**src/rtl/cam_manager_pkg.sv**
```systemverilog
// cam_manager_pkg: shared opcode, status and FSM state encodings for cam_manager.
// No ports; imported by the interface, the top and the bench.
package cam_manager_pkg;

    // Command opcodes carried on cmd_op
    localparam logic [1:0] OP_INSERT = 2'd0;
    localparam logic [1:0] OP_DELETE = 2'd1;
    localparam logic [1:0] OP_LOOKUP = 2'd2;
    localparam logic [1:0] OP_CLEAR  = 2'd3;

    // Response status codes carried on rsp_status
    localparam logic [1:0] ST_OK       = 2'd0;
    localparam logic [1:0] ST_FULL     = 2'd1;
    localparam logic [1:0] ST_NOTFOUND = 2'd2;
    localparam logic [1:0] ST_DUP      = 2'd3;

    typedef enum logic [2:0] {
        S_IDLE   = 3'd0,
        S_SEARCH = 3'd1,
        S_WRITE  = 3'd2,
        S_DELETE = 3'd3,
        S_CLR    = 3'd4,
        S_WAIT_G = 3'd5,
        S_WAIT   = 3'd6,
        S_RESP   = 3'd7
    } state_t;

endpackage

```
**src/rtl/cam_manager_if.sv**
```systemverilog
// cam_manager_if: command/response port of cam_manager.
//   cmd_valid/cmd_ready/cmd_op/cmd_key : command handshake (master -> slave)
//   rsp_valid/rsp_status/rsp_addr      : one response pulse per accepted command
interface cam_manager_if #(
    parameter int unsigned DATA_WIDTH = 16,
    parameter int unsigned ADDR_WIDTH = 5
);
    logic                  cmd_valid;
    logic                  cmd_ready;
    logic [1:0]            cmd_op;
    logic [DATA_WIDTH-1:0] cmd_key;
    logic                  rsp_valid;
    logic [1:0]            rsp_status;
    logic [ADDR_WIDTH-1:0] rsp_addr;

    modport master (
        output cmd_valid, cmd_op, cmd_key,
        input  cmd_ready, rsp_valid, rsp_status, rsp_addr
    );

    modport slave (
        input  cmd_valid, cmd_op, cmd_key,
        output cmd_ready, rsp_valid, rsp_status, rsp_addr
    );
endinterface

```
**src/rtl/priority_encoder.sv**
```systemverilog
// priority_encoder: returns the index of a set bit in i_input_unencoded.
//   LSB_PRIORITY = "HIGH" -> lowest set index wins, otherwise highest wins.
//   i_input_unencoded : request vector
//   o_output_valid    : any bit set
//   o_output_encoded  : winning index (0 when none set)
module priority_encoder #(
    parameter int    WIDTH        = 4,
    parameter string LSB_PRIORITY = "LOW"
) (
    input  logic [WIDTH-1:0] i_input_unencoded,
    output logic             o_output_valid,
    output logic [((WIDTH > 1) ? $clog2(WIDTH) : 1)-1:0] o_output_encoded
);
    localparam int unsigned ENC_W = (WIDTH > 1) ? $clog2(WIDTH) : 1;

    generate
        if (LSB_PRIORITY == "HIGH") begin : g_lsb_high
            // Scan downwards so the last hit is the lowest index
            always_comb begin
                o_output_valid   = 1'b0;
                o_output_encoded = '0;
                for (int i = WIDTH - 1; i >= 0; i--) begin
                    if (i_input_unencoded[i]) begin
                        o_output_valid   = 1'b1;
                        o_output_encoded = ENC_W'(i);
                    end
                end
            end
        end else begin : g_lsb_low
            always_comb begin
                o_output_valid   = 1'b0;
                o_output_encoded = '0;
                for (int i = 0; i < WIDTH; i++) begin
                    if (i_input_unencoded[i]) begin
                        o_output_valid   = 1'b1;
                        o_output_encoded = ENC_W'(i);
                    end
                end
            end
        end
    endgenerate
endmodule

```
**src/rtl/cam_manager.sv**
```systemverilog
// cam_manager: command front-end for the block-RAM CAM. Tracks occupied
// entries, allocates the lowest free entry on insert, sequences CAM writes,
// deletes and clears, and returns one status response per command.
//   clk, rst            : clock, synchronous active-high reset (shared with CAM)
//   cmd_if (slave)      : command handshake and response
//   o_occupancy         : number of valid entries
//   o_cam_write_*       : CAM write side (addr, data, delete, enable)
//   o_cam_rst_clr       : CAM clear strobe
//   i_cam_write_busy    : CAM busy flag
//   o_cam_compare_data  : CAM search key
//   i_cam_match(_addr)  : CAM search result
module cam_manager
    import cam_manager_pkg::*;
#(
    parameter int unsigned DATA_WIDTH = 16,
    parameter int unsigned ADDR_WIDTH = 5
) (
    input  logic                  clk,
    input  logic                  rst,
    cam_manager_if.slave          cmd_if,
    output logic [ADDR_WIDTH:0]   o_occupancy,
    output logic [ADDR_WIDTH-1:0] o_cam_write_addr,
    output logic [DATA_WIDTH-1:0] o_cam_write_data,
    output logic                  o_cam_write_delete,
    output logic                  o_cam_write_enable,
    output logic                  o_cam_rst_clr,
    input  logic                  i_cam_write_busy,
    output logic [DATA_WIDTH-1:0] o_cam_compare_data,
    input  logic [ADDR_WIDTH-1:0] i_cam_match_addr,
    input  logic                  i_cam_match
);
    localparam int unsigned ENTRIES = 2 ** ADDR_WIDTH;
    localparam int unsigned OCC_W   = ADDR_WIDTH + 1;

    state_t                r_state, w_state_next;
    logic [1:0]            r_op;
    logic [DATA_WIDTH-1:0] r_key;
    logic [ADDR_WIDTH-1:0] r_alloc;
    logic [ADDR_WIDTH-1:0] r_match_addr;
    logic [ENTRIES-1:0]    r_valid_vec, w_valid_next;
    logic [OCC_W-1:0]      r_occupancy, w_occ_next;
    logic                  r_rsp_valid;
    logic [1:0]            r_rsp_status, w_rsp_status_next;
    logic [ADDR_WIDTH-1:0] r_rsp_addr, w_rsp_addr_next;
    logic                  r_cam_we, r_cam_del, r_cam_clr;
    logic [ADDR_WIDTH-1:0] r_cam_addr;
    logic                  w_cmd_ready;
    logic [ENTRIES-1:0]    w_free_vec;
    logic                  w_free_valid;
    logic [ADDR_WIDTH-1:0] w_free_idx;

    // Lowest free entry; no valid output means the table is full
    assign w_free_vec = ~r_valid_vec;

    priority_encoder #(
        .WIDTH        (ENTRIES),
        .LSB_PRIORITY ("HIGH")
    ) u_free_enc (
        .i_input_unencoded (w_free_vec),
        .o_output_valid    (w_free_valid),
        .o_output_encoded  (w_free_idx)
    );

    // State register
    always_ff @(posedge clk) begin
        if (rst) begin
            r_state <= S_IDLE;
        end else begin
            r_state <= w_state_next;
        end
    end

    // Next state, response status and bookkeeping update
    always_comb begin
        w_state_next      = r_state;
        w_rsp_status_next = r_rsp_status;
        w_rsp_addr_next   = r_rsp_addr;
        w_valid_next      = r_valid_vec;
        w_cmd_ready       = 1'b0;
        case (r_state)
            S_IDLE: begin
                w_cmd_ready = !i_cam_write_busy;
                if (cmd_if.cmd_valid && w_cmd_ready) begin
                    w_state_next = (cmd_if.cmd_op == OP_CLEAR) ? S_CLR : S_SEARCH;
                end
            end
            S_SEARCH: begin
                case (r_op)
                    OP_LOOKUP: begin
                        w_state_next      = S_RESP;
                        w_rsp_status_next = i_cam_match ? ST_OK : ST_NOTFOUND;
                        w_rsp_addr_next   = i_cam_match ? i_cam_match_addr : '0;
                    end
                    OP_INSERT: begin
                        if (i_cam_match) begin
                            w_state_next      = S_RESP;
                            w_rsp_status_next = ST_DUP;
                            w_rsp_addr_next   = i_cam_match_addr;
                        end else if (!w_free_valid) begin
                            w_state_next      = S_RESP;
                            w_rsp_status_next = ST_FULL;
                            w_rsp_addr_next   = '0;
                        end else begin
                            w_state_next = S_WRITE;
                        end
                    end
                    OP_DELETE: begin
                        if (i_cam_match) begin
                            w_state_next = S_DELETE;
                        end else begin
                            w_state_next      = S_RESP;
                            w_rsp_status_next = ST_NOTFOUND;
                            w_rsp_addr_next   = '0;
                        end
                    end
                    default: w_state_next = S_IDLE;
                endcase
            end
            S_WRITE, S_DELETE, S_CLR: w_state_next = S_WAIT_G;
            // Busy may not have risen yet right after the strobe
            S_WAIT_G: w_state_next = S_WAIT;
            S_WAIT: begin
                if (!i_cam_write_busy) begin
                    w_state_next      = S_RESP;
                    w_rsp_status_next = ST_OK;
                    case (r_op)
                        OP_INSERT: begin
                            w_valid_next[r_alloc] = 1'b1;
                            w_rsp_addr_next       = r_alloc;
                        end
                        OP_DELETE: begin
                            w_valid_next[r_match_addr] = 1'b0;
                            w_rsp_addr_next            = r_match_addr;
                        end
                        default: begin
                            w_valid_next    = '0;
                            w_rsp_addr_next = '0;
                        end
                    endcase
                end
            end
            S_RESP:  w_state_next = S_IDLE;
            default: w_state_next = S_IDLE;
        endcase
    end

    // Population count of the post-update vector so occupancy lines up with rsp_valid
    always_comb begin
        w_occ_next = '0;
        for (int unsigned i = 0; i < ENTRIES; i++) begin
            w_occ_next = w_occ_next + OCC_W'(w_valid_next[i]);
        end
    end

    // Datapath and registered outputs
    always_ff @(posedge clk) begin
        if (rst) begin
            r_op         <= '0;
            r_key        <= '0;
            r_alloc      <= '0;
            r_match_addr <= '0;
            r_valid_vec  <= '0;
            r_occupancy  <= '0;
            r_rsp_valid  <= 1'b0;
            r_rsp_status <= '0;
            r_rsp_addr   <= '0;
            r_cam_we     <= 1'b0;
            r_cam_del    <= 1'b0;
            r_cam_clr    <= 1'b0;
            r_cam_addr   <= '0;
        end else begin
            if (cmd_if.cmd_valid && w_cmd_ready) begin
                r_op  <= cmd_if.cmd_op;
                r_key <= cmd_if.cmd_key;
            end
            if (r_state == S_SEARCH) begin
                r_match_addr <= i_cam_match_addr;
                r_alloc      <= w_free_idx;
            end
            r_valid_vec  <= w_valid_next;
            r_occupancy  <= w_occ_next;
            r_rsp_valid  <= (w_state_next == S_RESP);
            r_rsp_status <= w_rsp_status_next;
            r_rsp_addr   <= w_rsp_addr_next;
            // Strobes are one-hot by state, so enable and delete never overlap
            r_cam_we     <= (w_state_next == S_WRITE);
            r_cam_del    <= (w_state_next == S_DELETE);
            r_cam_clr    <= (w_state_next == S_CLR);
            if (w_state_next == S_WRITE) begin
                r_cam_addr <= w_free_idx;
            end else if (w_state_next == S_DELETE) begin
                r_cam_addr <= i_cam_match_addr;
            end
        end
    end

    assign cmd_if.cmd_ready   = w_cmd_ready;
    assign cmd_if.rsp_valid   = r_rsp_valid;
    assign cmd_if.rsp_status  = r_rsp_status;
    assign cmd_if.rsp_addr    = r_rsp_addr;
    assign o_occupancy        = r_occupancy;
    assign o_cam_write_addr   = r_cam_addr;
    assign o_cam_write_data   = r_key;
    assign o_cam_write_delete = r_cam_del;
    assign o_cam_write_enable = r_cam_we;
    assign o_cam_rst_clr      = r_cam_clr;
    assign o_cam_compare_data = r_key;
endmodule

```
**src/flat_wrapper.sv**
```systemverilog
// flat-port wrapper written by rule: the top's interface ports become plain ports
module cam_manager_flat import cam_manager_pkg::*;
#(
    parameter int unsigned DATA_WIDTH = 16,
    parameter int unsigned ADDR_WIDTH = 5
)
  (clk, rst, o_occupancy, o_cam_write_addr, o_cam_write_data, o_cam_write_delete, o_cam_write_enable, o_cam_rst_clr, i_cam_write_busy, o_cam_compare_data, i_cam_match_addr, i_cam_match, cmd_if_cmd_valid, cmd_if_cmd_op, cmd_if_cmd_key, cmd_if_cmd_ready, cmd_if_rsp_valid, cmd_if_rsp_status, cmd_if_rsp_addr);
  cam_manager_if #(.DATA_WIDTH(DATA_WIDTH), .ADDR_WIDTH(ADDR_WIDTH)) cmd_if_i ();
  input  logic clk;
  input  logic rst;
  output logic [ADDR_WIDTH:0] o_occupancy;
  output logic [ADDR_WIDTH-1:0] o_cam_write_addr;
  output logic [DATA_WIDTH-1:0] o_cam_write_data;
  output logic o_cam_write_delete;
  output logic o_cam_write_enable;
  output logic o_cam_rst_clr;
  input  logic i_cam_write_busy;
  output logic [DATA_WIDTH-1:0] o_cam_compare_data;
  input  logic [ADDR_WIDTH-1:0] i_cam_match_addr;
  input  logic i_cam_match;
  input wire logic [$bits(cmd_if_i.cmd_valid)-1:0] cmd_if_cmd_valid;
  input wire logic [$bits(cmd_if_i.cmd_op)-1:0] cmd_if_cmd_op;
  input wire logic [$bits(cmd_if_i.cmd_key)-1:0] cmd_if_cmd_key;
  output wire logic [$bits(cmd_if_i.cmd_ready)-1:0] cmd_if_cmd_ready;
  output wire logic [$bits(cmd_if_i.rsp_valid)-1:0] cmd_if_rsp_valid;
  output wire logic [$bits(cmd_if_i.rsp_status)-1:0] cmd_if_rsp_status;
  output wire logic [$bits(cmd_if_i.rsp_addr)-1:0] cmd_if_rsp_addr;
  assign cmd_if_i.cmd_valid = cmd_if_cmd_valid;
  assign cmd_if_i.cmd_op = cmd_if_cmd_op;
  assign cmd_if_i.cmd_key = cmd_if_cmd_key;
  assign cmd_if_cmd_ready = cmd_if_i.cmd_ready;
  assign cmd_if_rsp_valid = cmd_if_i.rsp_valid;
  assign cmd_if_rsp_status = cmd_if_i.rsp_status;
  assign cmd_if_rsp_addr = cmd_if_i.rsp_addr;
  cam_manager #(.DATA_WIDTH(DATA_WIDTH), .ADDR_WIDTH(ADDR_WIDTH)) u_core (.clk(clk), .rst(rst), .cmd_if(cmd_if_i), .o_occupancy(o_occupancy), .o_cam_write_addr(o_cam_write_addr), .o_cam_write_data(o_cam_write_data), .o_cam_write_delete(o_cam_write_delete), .o_cam_write_enable(o_cam_write_enable), .o_cam_rst_clr(o_cam_rst_clr), .i_cam_write_busy(i_cam_write_busy), .o_cam_compare_data(o_cam_compare_data), .i_cam_match_addr(i_cam_match_addr), .i_cam_match(i_cam_match));
endmodule
```
**config.mk**
```make
export PLATFORM = sky130hd
export DESIGN_NAME = cam_manager_flat
export DESIGN_NICKNAME = d
export VERILOG_FILES = /design/src/rtl/cam_manager_pkg.sv /design/src/rtl/cam_manager_if.sv /design/src/rtl/priority_encoder.sv /design/src/rtl/cam_manager.sv /design/src/flat_wrapper.sv
export SDC_FILE = /design/constraint.sdc
export NUM_CORES = 1
export LEC_CHECK = 0
export CAP_MARGIN = 20
export CORE_MARGIN = 10
export CORE_UTILIZATION = 54
export CTS_BUF_LIST = sky130_fd_sc_hd__clkbuf_4 sky130_fd_sc_hd__clkbuf_8 sky130_fd_sc_hd__clkbuf_16
export DETAILED_ROUTE_END_ITERATION = 7
export PLACE_DENSITY = 0.86
export SYNTH_ARGS = -nofsm -noshare
export SYNTH_HDL_FRONTEND = slang
export SYNTH_SLANG_ARGS = --single-unit
```
**constraint.sdc**
```tcl
create_clock -name clk -period 7.95 [get_ports clk]
set_input_delay 0.795 -clock clk [delete_from_list [all_inputs] [get_ports clk]]
set_output_delay 0.795 -clock clk [all_outputs]
set_load 0.01 [all_outputs]
```
Yosys cells after proc, flatten, opt, wreduce, memory -nomap -nowiden
Cells that the tools add are included.
W data, S select, Z words.
{ "word_totals": {"regBits": 85, "output_inout_bits": 55} }
{ "op_classes": {"n_addsub": 31, "order_cmp": 4, "n_eq_ne": 18, "n_mux": 97, "n_bitwise": 4, "reduce_logical": 11} }
{ "ops": {"columns": ["operator", "count"], "rows": [
  ["$mux W5", 39],
  ["$add A6 B1 Y6", 30],
  ["$mux W32", 2],
  ["$not A32 Y32", 2],
  ["$pmux W32 S2", 1],
  ["$mux W1", 35],
  ["$and A32 B32 Y32", 1],
  ["$or A32 B32 Y32", 1],
  ["$pmux W5 S2", 2],
  ["$eq A3 B3 Y1 const B", 6],
  ["$mux W3", 6],
  ["$pmux W3 S6", 1],
  ["$pmux W5 S3", 1],
  ["$eq A3 B2 Y1 const B", 4],
  ["$lt A5 B6 Y1 const B", 2],
  ["$demux W1 S5", 2],
  ["$ge A5 B1 Y1 const B", 2],
  ["$mux W2", 5],
  ["$pmux W3 S3", 1],
  ["$ne A4 B4 Y1 const B", 2],
  ["$pmux W2 S3", 1],
  ["$reduce_and A5 Y1", 1],
  ["$eq A2 B2 Y1 const B", 2],
  ["$logic_and A1 B1 Y1", 4],
  ["11 further kinds", 12]
]} }

Logic depth before layout (Yosys ltp)
Gate-level depths: netlist of run 1.
{ "logic_depth": {"depth_word": 40, "mapped_depth": 23} }

Hierarchy
From an unflattened synthesis of run 1, not the netlist that was laid out.
{ "unflattened": {"cells_unflattened": 649, "hier_area_um2": 5207.5} }
{ "by_module_without_submodules": {"columns": ["module", "instances", "cells_each", "area_each_um2", "seq_area_each_um2"], "rows": [
  ["cam_manager", 1, 584, 4837.1, 1701.6],
  ["priority_encoder", 1, 65, 370.4, 0.0]
]} }

Worst setup path after synthesis of run 1
No wires, ideal clock.
{ "synth_path": {"kind": "input -> register", "startpoint": "in i_cam_write_busy", "endpoint": "reg u_core.r_occupancy[4] (netlist: u_core.o_occupancy[4])", "setup_time_ns": 0.128, "arrival_time_ns": 6.109, "t_required_ns": 7.822, "path_slack_ns": 1.713, "cell_stages": 22, "n_path_buf": 0, "cell_sequence": "and4bb_2 -> nand2_1 -> nor3_1 -> a21oi_1 -> a21oi_1 -> ha_1 -> inv_1 -> fa_1 -> fa_1 -> inv_1 -> fa_1 -> inv_1 -> fa_1 -> fa_1 -> fa_1 -> fa_1 -> inv_1 -> fa_1 -> a21o_1 -> a21oi_1 -> xor2_1 -> nor2_1"} }
{ "synth_between": {"elab_chain_len": 33} }
{ "synth_lines": {"columns": ["item", "line_no", "source"], "rows": [
  ["from (decl)", "flat_wrapper.sv:17", "input logic i_cam_write_busy;"],
  ["$mux W32", "cam_manager.sv:123", "if (!i_cam_write_busy) begin"],
  ["$mux W32", "cam_manager.sv:80", "case (r_state)"],
  ["named net u_core.w_valid_next[0]", "cam_manager.sv:40", "logic [ENTRIES-1:0] r_valid_vec, w_valid_next;"],
  ["$add A1 B1 Y2", "cam_manager.sv:151", "w_occ_next = w_occ_next + OCC_W'(w_valid_next[i]);"],
  ["$add A6 B1 Y6 (30 in a row)", "cam_manager.sv:151", null],
  ["to (signal assigned)", "cam_manager.sv:181", "r_occupancy <= w_occ_next;"],
  ["to (decl)", "cam_manager.sv:41", "logic [OCC_W-1:0] r_occupancy, w_occ_next;"]
]} }
The timed path passes the listed nets, and every way through them passes these cells.
A chain may end at the register's enable or synchronous reset.

Final worst setup path of run 1
Same ends and word-level chain as after synthesis.

==> results.txt, run 1 <==
Final Max Tran Viols -> 0
Reg-to-Reg End -> u_core.o_occupancy[4]$_SDFF_PP0_
Seq pwr share -> 0.457
f_max -> 147 MHz
switch share -> 0.327
via/cell ratio -> 5.90
routed via count -> 4,743
worst setup path startpoint -> i_cam_write_busy
Synth Warn # -> 0
Buf/Inv on CP -> 5
run status -> completed
Top cell by count, worst path -> fa_1
pin count of the biggest net entering global routing -> 85
clk_lat worst skew -> 0.36 ns
routed wire length -> 15.4 mm
post-synthesis cell type count -> 62
Finish-stage setup viols -> 0
pre-CTS setup slack -> 0.802 ns
placer congestion estimate -> 1.00
Tmin final -> 6.81 ns
Post-synth top flop -> dfxtp_1
initial antenna violation count -> 0
Slowest cell on crit path -> fa_1
# hold bufs at CTS -> 0
Rel. slew slack -> 0.397
1st-pass router iterations -> 6
cell row count -> 35
htree depth -> 3
Antenna Nets Post-Route -> 0
port bufs -> 82
number of global-route vias before repair -> 4,554
CTS tree -> done
delay-heaviest family, CP -> adder cells
Crit path largest cell delay -> 0.52 ns
Hold Path Class -> reg2reg
Critical R2R Launch -> u_core.r_op[1]$_SDFFE_PP0P_
final setup TNS -> 0 ns
Resize count post-CTS -> 0
Initial Utilization -> 0.554
leak pwr -> 0.00219 µW
R2R depth -> 22
final net count -> 748
RSZ-0062 raised after global routing -> false
Worst-path clk slew -> 0.09 ns
core box area -> 9200 µm²
VDD IR max -> 0.0805 mV
asr flop ratio synth -> 0
combinational power share -> 0.236
synth cell count leaders -> nand2_1, dfxtp_1, a21oi_1
post-synth top area share -> 0.334
Hold Vio Cnt, Final -> 0
Seq/Total Area, Yosys -> 0.334
initial DRC count -> 454
end of the critical path -> u_core.o_occupancy[4]$_SDFF_PP0_
cell count along the critical path -> 23
Area Growth Syn to Fin -> 17.7%
CP max FO -> 5
total gr overflow -> 0
Die Width -> 117 µm
CP Data Arrival Time -> 7.03 ns
Startpoint Class -> input pin
Net Count, Synth -> 697
first-pass GRT wire length -> 24.2 mm
P_sw -> 346 µW
clock root cell -> clkbuf_8
Die Y -> 117 µm
CTS Buf Count -> 9
mapped cell area -> 5100 µm²
postcts setup bufs -> 0
P per Cell Area -> 177 nW/µm²
fin crit share -> 0.857
post-synth top area cell -> dfxtp_1
Avg WL per Cell -> 19.1 µm
top-count cell post-synth -> nand2_1
die area -> 13,700 µm²
P_int -> 714 µW
Worst Tran Pin Value -> 0.900 ns
Area contributors post-synth -> dfxtp_1, fa_1, nand2_1
Post-synth EDFFs -> 0
kind of critical path -> in2reg
Avg Inst Size Synth -> 8.00 µm²
number of fill cells -> 800
Worst Skew -> 0.00965 ns
Max Cap Viol -> 0
fin worst setup slack -> 1.14 ns
worst path required time -> 8.17 ns
R2R setup slack -> 1.32 ns
clock group share of total power -> 0.307
CP endpoint kind -> register
hpwl dp -> 12.1 mm
Syn Inst Count -> 637
fraction of layout cells with a size suffix above 1 -> 0.0678
Yosys reg bits -> 85
antenna cells -> 0
crit-path cells -> clkdlybuf4s50_1 -> and4bb_2 -> nand2_1 -> nor3_1 -> a21oi_1 -> a21oi_1 -> ha_1 -> inv_1 -> fa_1 -> fa_1 -> inv_1 -> fa_1 -> inv_1 -> fa_1 -> fa_1 -> fa_1 -> fa_1 -> inv_1 -> fa_1 -> a21o_1 -> a21oi_1 -> xor2_1 -> nor2_1
IO Count -> 83
Max clock buf depth -> 2
CTS Sinks -> 85
# DRC -> 0
gr usage total -> 0.228
==> flip-flops by register name, summed over array words and instances, names as in the netlist <==
| signal | count |
|---|---|
| u_core.r_alloc | 5 |
| u_core.cmd_if.rsp_addr | 5 |
| u_core.o_cam_rst_clr | 1 |
| u_core.o_cam_write_delete | 1 |
| u_core.cmd_if.rsp_status | 2 |
| u_core.r_op | 2 |
| u_core.o_cam_write_addr | 5 |
| u_core.r_match_addr | 5 |
| u_core.r_valid_vec | 32 |
| u_core.o_cam_compare_data | 16 |
| u_core.r_state | 3 |
| u_core.o_cam_write_enable | 1 |
| u_core.cmd_if.rsp_valid | 1 |
| u_core.o_occupancy | 6 |
==> kinds of logic (layout without fill, tap and decap cells) <==
kind of cell / Yosys count / after routing / synth area share
muxes: 4 / 4 / 0.00859
AOI/OAI and AO/OA: 178 / 178 / 0.215
xor gates and xnor gates: 3 / 3 / 0.00516
adders and majority gates: 32 / 32 / 0.114
and+or+nand+nor: 253 / 253 / 0.239
buffers and inverters: 82 / 138 / 0.0847
DFF: 85 / 85 / 0.334
==> tightest hold or removal path, stage by stage (launching register included) <==
cell	delay, ns
dfxtp_1	0.33
nand2_1	0.06
a21oi_1	0.05
==> power groups by stage <==
stage / Sequential [µW] / Combinational [µW] / Clock [µW]
after floorplan: 484 / 182 / 0
after global placement: 491 / 243 / 0
after detailed placement: 493 / 248 / 0
after CTS: 483 / 249 / 330
after global routing: 489 / 271 / 347
final: 485 / 250 / 326
==> stage by stage <==
stage               utilization  cells  total power [µW]  hold WS [ns]  instance area [µm²]
floorplan                     -    637               666         0.484                 5100
global placement          0.629    788               734         0.456                 5790
detailed placement        0.629    788               741         0.466                 5790
CTS                       0.652    804              1060         0.479                 6000
global route              0.652    804              1110         0.499                 6000
finish                    0.652    804              1060         0.479                 6000
==> cell usage in the layout, fill, tap and decap left out, types with 3 or more instances in the layout <==
master,n
nand2_1,94
dfxtp_1,85
clkdlybuf4s50_1,81
a21oi_1,67
nor2_1,64
o21ai_0,45
inv_1,35
fa_1,24
nor2b_1,20
nand4_1,14
nand3_1,12
nor3_1,11
a31oi_1,11
clkbuf_8,10
nand2b_1,9
a22oi_1,8
ha_1,8
a21o_1,7
o22ai_1,6
a311oi_1,6
buf_4,5
or3_1,4
nand3b_1,3
nor3b_1,3
and2_1,3
mux2_2,3
a21oi_2,3
a311oi_2,3
==> layout make-up <==
class / instances / area [µm²] / share of cell area
clock inverters: 6 / 70.1 / 0.0117
repair buffers: 87 / 853 / 0.142
multi-input cells: 470 / 2960 / 0.494
inverters: 35 / 131 / 0.0219
well taps: 111 / 139 / 0.0232
flip-flops and latches: 85 / 1700 / 0.284
clock buffers: 10 / 138 / 0.0230
==> metal layers <==
metal | global-route usage | up-vias | share of wire
met5 | 0 | - | 0
met3 | 0.0398 | 31 | 0.068
met1 | 0.284 | 2242 | 0.42
li1 | - | 2285 | -
met4 | 0.105 | 0 | 0.036
met2 | 0.375 | 185 | 0.47
==> how the worst min path moves through the flow <==
| stage | start | endpoint | slack (ns) | cells after the start |
|---|---|---|---|---|
| 3_3_place_gp | u_core.o_cam_compare_data[14]$_SDFFE_PP0P_ | u_core.o_cam_compare_data[14]$_SDFFE_PP0P_ | 0.46 | 2 |
| 5_1_grt | u_core.o_cam_compare_data[6]$_SDFFE_PP0P_ | u_core.o_cam_compare_data[6]$_SDFFE_PP0P_ | 0.50 | 2 |
| 2_1_floorplan | u_core.r_alloc[1]$_SDFFE_PP0P_ | u_core.r_alloc[1]$_SDFFE_PP0P_ | 0.48 | 2 |
| 3_5_place_dp | u_core.o_cam_compare_data[4]$_SDFFE_PP0P_ | u_core.o_cam_compare_data[4]$_SDFFE_PP0P_ | 0.47 | 2 |
| 4_1_cts | u_core.o_cam_compare_data[4]$_SDFFE_PP0P_ | u_core.o_cam_compare_data[4]$_SDFFE_PP0P_ | 0.48 | 2 |
| 6_report | u_core.o_cam_compare_data[4]$_SDFFE_PP0P_ | u_core.o_cam_compare_data[4]$_SDFFE_PP0P_ | 0.48 | 2 |
Power figures use the tool's default switching activity.
==> inputs of run 2 (changes only) <==
--- a/config.mk
+++ b/config.mk
@@ -7,10 +7,10 @@
 export LEC_CHECK = 0
 export CAP_MARGIN = 20
 export CORE_MARGIN = 10
-export CORE_UTILIZATION = 54
+export CORE_UTILIZATION = 58
 export CTS_BUF_LIST = sky130_fd_sc_hd__clkbuf_4 sky130_fd_sc_hd__clkbuf_8 sky130_fd_sc_hd__clkbuf_16
 export DETAILED_ROUTE_END_ITERATION = 7
-export PLACE_DENSITY = 0.86
+export PLACE_DENSITY_LB_ADDON = 0.1
 export SYNTH_ARGS = -nofsm -noshare
 export SYNTH_HDL_FRONTEND = slang
 export SYNTH_SLANG_ARGS = --single-unit
==> constraint.sdc (replaced) <==
create_clock -name clk -period 8.4 [get_ports clk]
set_input_delay 0.84 -clock clk [delete_from_list [all_inputs] [get_ports clk]]
set_output_delay 0.84 -clock clk [all_outputs]
set_load 0.01 [all_outputs]
==> results.txt, run 2 (same netlist as run 1, synthesis figures left out) <==
run status -> completed
CTS Buf Count -> 9 (unchanged)
Slowest cell on crit path -> fa_1
met2 wire len -> 7.53 mm (+3.7%)
core box area -> 8640 µm² (-6.1%)
fin crit share -> 0.823
P_sw -> 321 µW (-7.4%)
Area Growth Syn to Fin -> 17.0%
Seq. cell area -> 1700 µm² (unchanged)
number of fill cells -> 719 (-10%)
# hold bufs at CTS -> 0 (unchanged)
Avg WL per Cell -> 19.6 µm (+2.3%)
combinational power share -> 0.239 (+0.003)
Top cell by count, worst path -> fa_1
antenna cells -> 0 (unchanged)
Finish-stage setup viols -> 0 (unchanged)
f_max -> 145 MHz
fin worst setup slack -> 1.49 ns (+0.353 ns)
leak pwr -> 0.00217 µW (-1.1%)
Worst Tran Pin Value -> 0.899 ns (-0.00153 ns)
VDD IR max -> 0.0912 mV (+13%)
via/cell ratio -> 6.10 (+3.4%)
post-route cell area -> 5960 µm² (-0.54%)
port bufs -> 82 (unchanged)
Die Width -> 114 µm (-2.9%)
delay-heaviest family, CP -> adder cells
Finished Layout Cells -> 798 (-0.75%)
worst path required time -> 8.62 ns (+0.45 ns)
pre-CTS setup slack -> 1.19 ns (+0.383 ns)
die area -> 12,900 µm² (-5.7%)
CP endpoint kind -> register
cell row count -> 34 (-2.9%)
most frequent cells in the layout -> nand2_1, dfxtp_1, clkdlybuf4s50_1
routed via count -> 4,870 (+2.7%)
fraction of layout cells with a size suffix above 1 -> 0.0638 (-0.00405)
Biggest register -> u_core.r_valid_vec
multi-input combinational cell area -> 2960 µm² (unchanged)
initial antenna violation count -> 0 (unchanged)
Max clock buf depth -> 2 (unchanged)
met3 WL -> 1.12 mm (+6.8%)
crit-path cells -> clkdlybuf4s50_1 -> and4bb_2 -> nand2_1 -> nor3_1 -> a21oi_1 -> a21oi_1 -> ha_1 -> inv_1 -> fa_1 -> fa_1 -> inv_1 -> fa_1 -> inv_1 -> fa_1 -> fa_1 -> fa_1 -> fa_1 -> inv_1 -> fa_1 -> a21o_1 -> a21oi_1 -> xor2_1 -> nor2_1
Startpoint Class -> input pin
Seq pwr share -> 0.465 (+0.008)
CTS Sinks -> 85 (unchanged)
CTS tree -> done
post-placement cell count -> 783 (-0.63%)
initial DRC count -> 473 (+4.2%)
CP Data Arrival Time -> 7.13 ns (+0.10 ns)
Rel. slew slack -> 0.398 (+0.00102)
Final Max Tran Viols -> 0 (unchanged)
Initial Utilization -> 0.590 (+0.0360)
first-pass GRT wire length -> 24.2 mm (+0.14%)
routed wire length -> 15.6 mm (+1.5%)
hpwl dp -> 12.2 mm (+0.92%)
Hold Vio Cnt, Final -> 0 (unchanged)
Tmin final -> 6.91 ns
Antenna Nets Post-Route -> 0 (unchanged)
1st-pass router iterations -> 6 (unchanged)
postcts setup bufs -> 0 (unchanged)
CP max FO -> 5 (unchanged)
clk_lat worst skew -> 0.36 ns (about the same)
P_int -> 667 µW (-6.5%)
total gr overflow -> 0 (unchanged)
RSZ-0062 raised after global routing -> false
Die Y -> 114 µm (-2.9%)
kind of critical path -> in2reg
top sig layer -> met4
Hold Path Class -> reg2reg
Resize count post-CTS -> 0 (unchanged)
Worst-path clk slew -> 0.09 ns (about the same)
pin count of the biggest net entering global routing -> 85 (unchanged)
# DRC -> 0 (unchanged)
Buf/Inv on CP -> 5 (unchanged)
number of global-route vias before repair -> 4,618 (+1.4%)
IO Count -> 83 (unchanged)
gr usage total -> 0.234 (+0.00660)
final setup TNS -> 0 ns (unchanged)
clock group share of total power -> 0.296 (-0.011)
Post-DP Area -> 5770 µm² (-0.32%)
Crit path largest cell delay -> 0.52 ns (about the same)
Worst Skew -> 0.0134 ns (+0.00375 ns)
htree depth -> 3 (unchanged)
final net count -> 746 (-0.27%)
Met1 Wirelength -> 6.28 mm (-3.7%)
clock root cell -> clkbuf_8
switch share -> 0.325 (-0.00206)
commonest non-fill, non-tap cell in the layout -> nand2_1
placer congestion estimate -> 1.01 (+0.95%)
P per Cell Area -> 166 nW/µm² (-6.3%)
max FFs per register -> 32 (unchanged)
Max Cap Viol -> 0 (unchanged)
==> run 2: cell count changes in the layout (fill, tap and decap cells not counted), sizes merged <==
cell	change
buf	-2
clkinvlp	+2
inv	-2
clkinv	-1
==> run 2: power by group through the flow <==
stage / Combinational (µW) / Sequential (µW) / Clock (µW)
after floorplan: 173 / 458 / 0
after global placement: 230 / 465 / 0
after detailed placement: 234 / 467 / 0
after CTS: 235 / 458 / 296
after global routing: 258 / 463 / 313
final: 236 / 459 / 293
==> run 2: tightest hold or removal path, stage by stage, from the launching register on <==
cell,delay (ns)
dfxtp_1,0.33
nand2_1,0.05
a21oi_1,0.06
==> run 2: area by class of cell <==
class                           instances  area share
Multi-Input combinational cell        470       0.497
Sequential cell                        85       0.285
Timing Repair Buffer                   85       0.141
Tap cell                              108      0.0227
Clock buffer                           10      0.0220
Inverter                               35      0.0220
Clock inverter                          5      0.0105
==> run 2: stage by stage <==
step | util | hold WS [ns] | total power, µW
floorplan | - | 0.484 | 630
global placement | 0.668 | 0.453 | 695
detailed placement | 0.668 | 0.468 | 702
CTS | 0.691 | 0.482 | 989
global route | 0.691 | 0.507 | 1030
finish | 0.691 | 0.478 | 988
==> run 2: path summary, 6_finish.rpt <==
check	depth (start not counted)	startpoint	to	slack [ns]
worst max-delay path	23	i_cam_write_busy	u_core.o_occupancy[4]$_SDFF_PP0_	1.49
worst min-delay path	2	u_core.o_cam_compare_data[7]$_SDFFE_PP0P_	u_core.o_cam_compare_data[7]$_SDFFE_PP0P_	0.48
worst max register to register	22	u_core.r_op[1]$_SDFFE_PP0P_	u_core.o_occupancy[4]$_SDFF_PP0_	1.72
worst min register to register	2	u_core.o_cam_compare_data[7]$_SDFFE_PP0P_	u_core.o_cam_compare_data[7]$_SDFFE_PP0P_	0.48
==> run 2: routing by layer <==
layer  GRT usage  vias to the layer above
li1            -                     2277
met1       0.289                     2332
met2       0.386                      218
met3      0.0373                       43
met4       0.122                        0
met5           0                        -
==> inputs of run 3 (changes only) <==
--- a/config.mk
+++ b/config.mk
@@ -7,7 +7,7 @@
 export LEC_CHECK = 0
 export CAP_MARGIN = 20
 export CORE_MARGIN = 10
-export CORE_UTILIZATION = 58
+export CORE_UTILIZATION = 54
 export CTS_BUF_LIST = sky130_fd_sc_hd__clkbuf_4 sky130_fd_sc_hd__clkbuf_8 sky130_fd_sc_hd__clkbuf_16
 export DETAILED_ROUTE_END_ITERATION = 7
 export PLACE_DENSITY_LB_ADDON = 0.1
==> constraint.sdc (replaced) <==
create_clock -name clk -period 6.8 [get_ports clk]
set_input_delay 0.68 -clock clk [delete_from_list [all_inputs] [get_ports clk]]
set_output_delay 0.68 -clock clk [all_outputs]
set_load 0.01 [all_outputs]
==> results.txt, run 3 (same netlist as run 1, synthesis figures left out) <==
die area -> 13,700 µm² (+6.1%)
most frequent cells in the layout -> nand2_1, dfxtp_1, clkdlybuf4s50_1
fin crit share -> 0.963
Avg WL per Cell -> 18.9 µm (-3.2%)
CP Data Arrival Time -> 6.75 ns (-0.38 ns)
Max Cap Viol -> 0 (unchanged)
kind of critical path -> in2reg
leak pwr -> 0.00222 µW (+2.2%)
combinational power share -> 0.235 (-0.004)
Die Width -> 117 µm (+3.0%)
routed wire length -> 15.3 mm (-2.0%)
pre-CTS setup slack -> -0.0855 ns (-1.27 ns)
final net count -> 752 (+0.80%)
Antenna Nets Post-Route -> 0 (unchanged)
1st-pass router iterations -> 5 (-1)
total gr overflow -> 0 (unchanged)
pin count of the biggest net entering global routing -> 85 (unchanged)
IO Count -> 83 (unchanged)
Tmin final -> 6.55 ns
antenna cells -> 0 (unchanged)
post-route cell area -> 6050 µm² (+1.4%)
switch share -> 0.311 (-0.0133)
clk_lat worst skew -> 0.36 ns (about the same)
Worst Tran Pin Value -> 0.872 ns (-0.0262 ns)
CTS Buf Count -> 9 (unchanged)
gr usage total -> 0.225 (-0.00913)
max FFs per register -> 32 (unchanged)
htree depth -> 3 (unchanged)
P_sw -> 393 µW (+22%)
Seq. cell area -> 1700 µm² (unchanged)
fraction of layout cells with a size suffix above 1 -> 0.0760 (+0.0123)
Startpoint Class -> input pin
Post-DP Area -> 5820 µm² (+0.85%)
hpwl dp -> 11.9 mm (-2.6%)
Final Max Tran Viols -> 0 (unchanged)
run status -> completed
postcts setup bufs -> 0 (unchanged)
worst path required time -> 7.00 ns (-1.62 ns)
Hold Path Depth -> 2 (unchanged)
P_int -> 869 µW (+30%)
clock root cell -> clkbuf_8
Finished Layout Cells -> 808 (+1.3%)
Hold Path Class -> reg2reg
Area Growth Syn to Fin -> 18.7%
initial antenna violation count -> 0 (unchanged)
f_max -> 153 MHz
Hold Vio Cnt, Final -> 0 (unchanged)
# DRC -> 0 (unchanged)
cell row count -> 35 (+2.9%)
port bufs -> 82 (unchanged)
Final Power -> 1260 µW (+28%)
CP max FO -> 5 (unchanged)
Max clock buf depth -> 2 (unchanged)
VDD IR max -> 0.121 mV (+33%)
via/cell ratio -> 6.11 (+0.16%)
fin worst setup slack -> 0.251 ns (-1.24 ns)
Hold WS -> 0.473 ns (-0.00577 ns)
clock group share of total power -> 0.320 (+0.024)
post-placement cell count -> 792 (+1.1%)
number of global-route vias before repair -> 4,725 (+2.3%)
initial DRC count -> 632 (+34%)
Rel. slew slack -> 0.416 (+0.0175)
Initial Utilization -> 0.554 (-0.0360)
placer congestion estimate -> 1.02 (+0.75%)
# hold bufs at CTS -> 0 (unchanged)
core box area -> 9200 µm² (+6.5%)
R2R depth -> 22 (unchanged)
number of fill cells -> 823 (+14%)
Die Y -> 117 µm (+3.0%)
CP endpoint kind -> register
first-pass GRT wire length -> 24.3 mm (+0.17%)
Worst Skew -> 0.0170 ns (+0.00362 ns)
Finish-stage setup viols -> 0 (unchanged)
Worst-path clk slew -> 0.09 ns (about the same)
multi-input combinational cell area -> 2970 µm² (+0.25%)
commonest non-fill, non-tap cell in the layout -> nand2_1
CTS Sinks -> 85 (unchanged)
Biggest register -> u_core.r_valid_vec
routed via count -> 4,939 (+1.4%)
P per Cell Area -> 209 nW/µm² (+26%)
Seq pwr share -> 0.446 (-0.019)
CTS tree -> done
## run 3: what timing repair did
item,CTS,global route
hold endpoints to repair,0,0
gates resized for setup,0,2
setup endpoints to repair,0,1
## run 3: metal layers
| metal | vias to the layer above | routed length (µm) | track usage |
|---|---|---|---|
| met2 | 249 | 7340 | 0.373 |
| met4 | 0 | 795 | 0.123 |
| li1 | 2296 | - | - |
| met3 | 61 | 1110 | 0.0331 |
| met1 | 2333 | 6050 | 0.275 |
| met5 | - | 0 | 0 |
## run 3: metrics by stage
step                      setup TNS [ns]   util
after CTS                              0  0.657
after global routing             -0.0357  0.658
after detailed placement         -0.0855  0.633
after global placement                 0  0.633
final                                  0  0.658
after floorplan                        0      -
## run 3: area by class of cell
type	instances	area share
multi-input cells	470	0.491
clock inverters	5	0.0139
repair buffers	91	0.146
flip-flops and latches	85	0.281
clock buffers	11	0.0230
inverters	35	0.0217
well taps	111	0.0230
## run 3: power by group through the flow
stage               Sequential [µW]  Combinational, µW  Clock [µW]
global placement                572                288           0
global route                    570                324         431
floorplan                       565                213           0
finish                          562                296         404
CTS                             562                296         410
detailed placement              574                295           0
## run 3: final timing paths
check        slack, ns                                       start                                          to
min reg2reg       0.47  u_core.o_cam_compare_data[12]$_SDFFE_PP0P_  u_core.o_cam_compare_data[12]$_SDFFE_PP0P_
max               0.25                            i_cam_write_busy            u_core.o_occupancy[4]$_SDFF_PP0_
max reg2reg       0.38                 u_core.r_op[0]$_SDFFE_PP0P_            u_core.o_occupancy[4]$_SDFF_PP0_
min               0.47  u_core.o_cam_compare_data[12]$_SDFFE_PP0P_  u_core.o_cam_compare_data[12]$_SDFFE_PP0P_
## run 3: critical path: stages
cell,delay [ns]
clkdlybuf4s50_1,0.46
and4bb_2,0.40
nand2_1,0.15
nor3_2,0.22
a21oi_1,0.09
a21oi_1,0.18
ha_1,0.26
inv_1,0.07
fa_1,0.43
fa_1,0.54
inv_1,0.06
fa_1,0.50
inv_1,0.05
fa_1,0.52
fa_1,0.43
fa_1,0.51
fa_1,0.17
inv_1,0.06
fa_1,0.40
a21o_1,0.17
a21oi_1,0.16
xor2_1,0.16
nor2_1,0.06
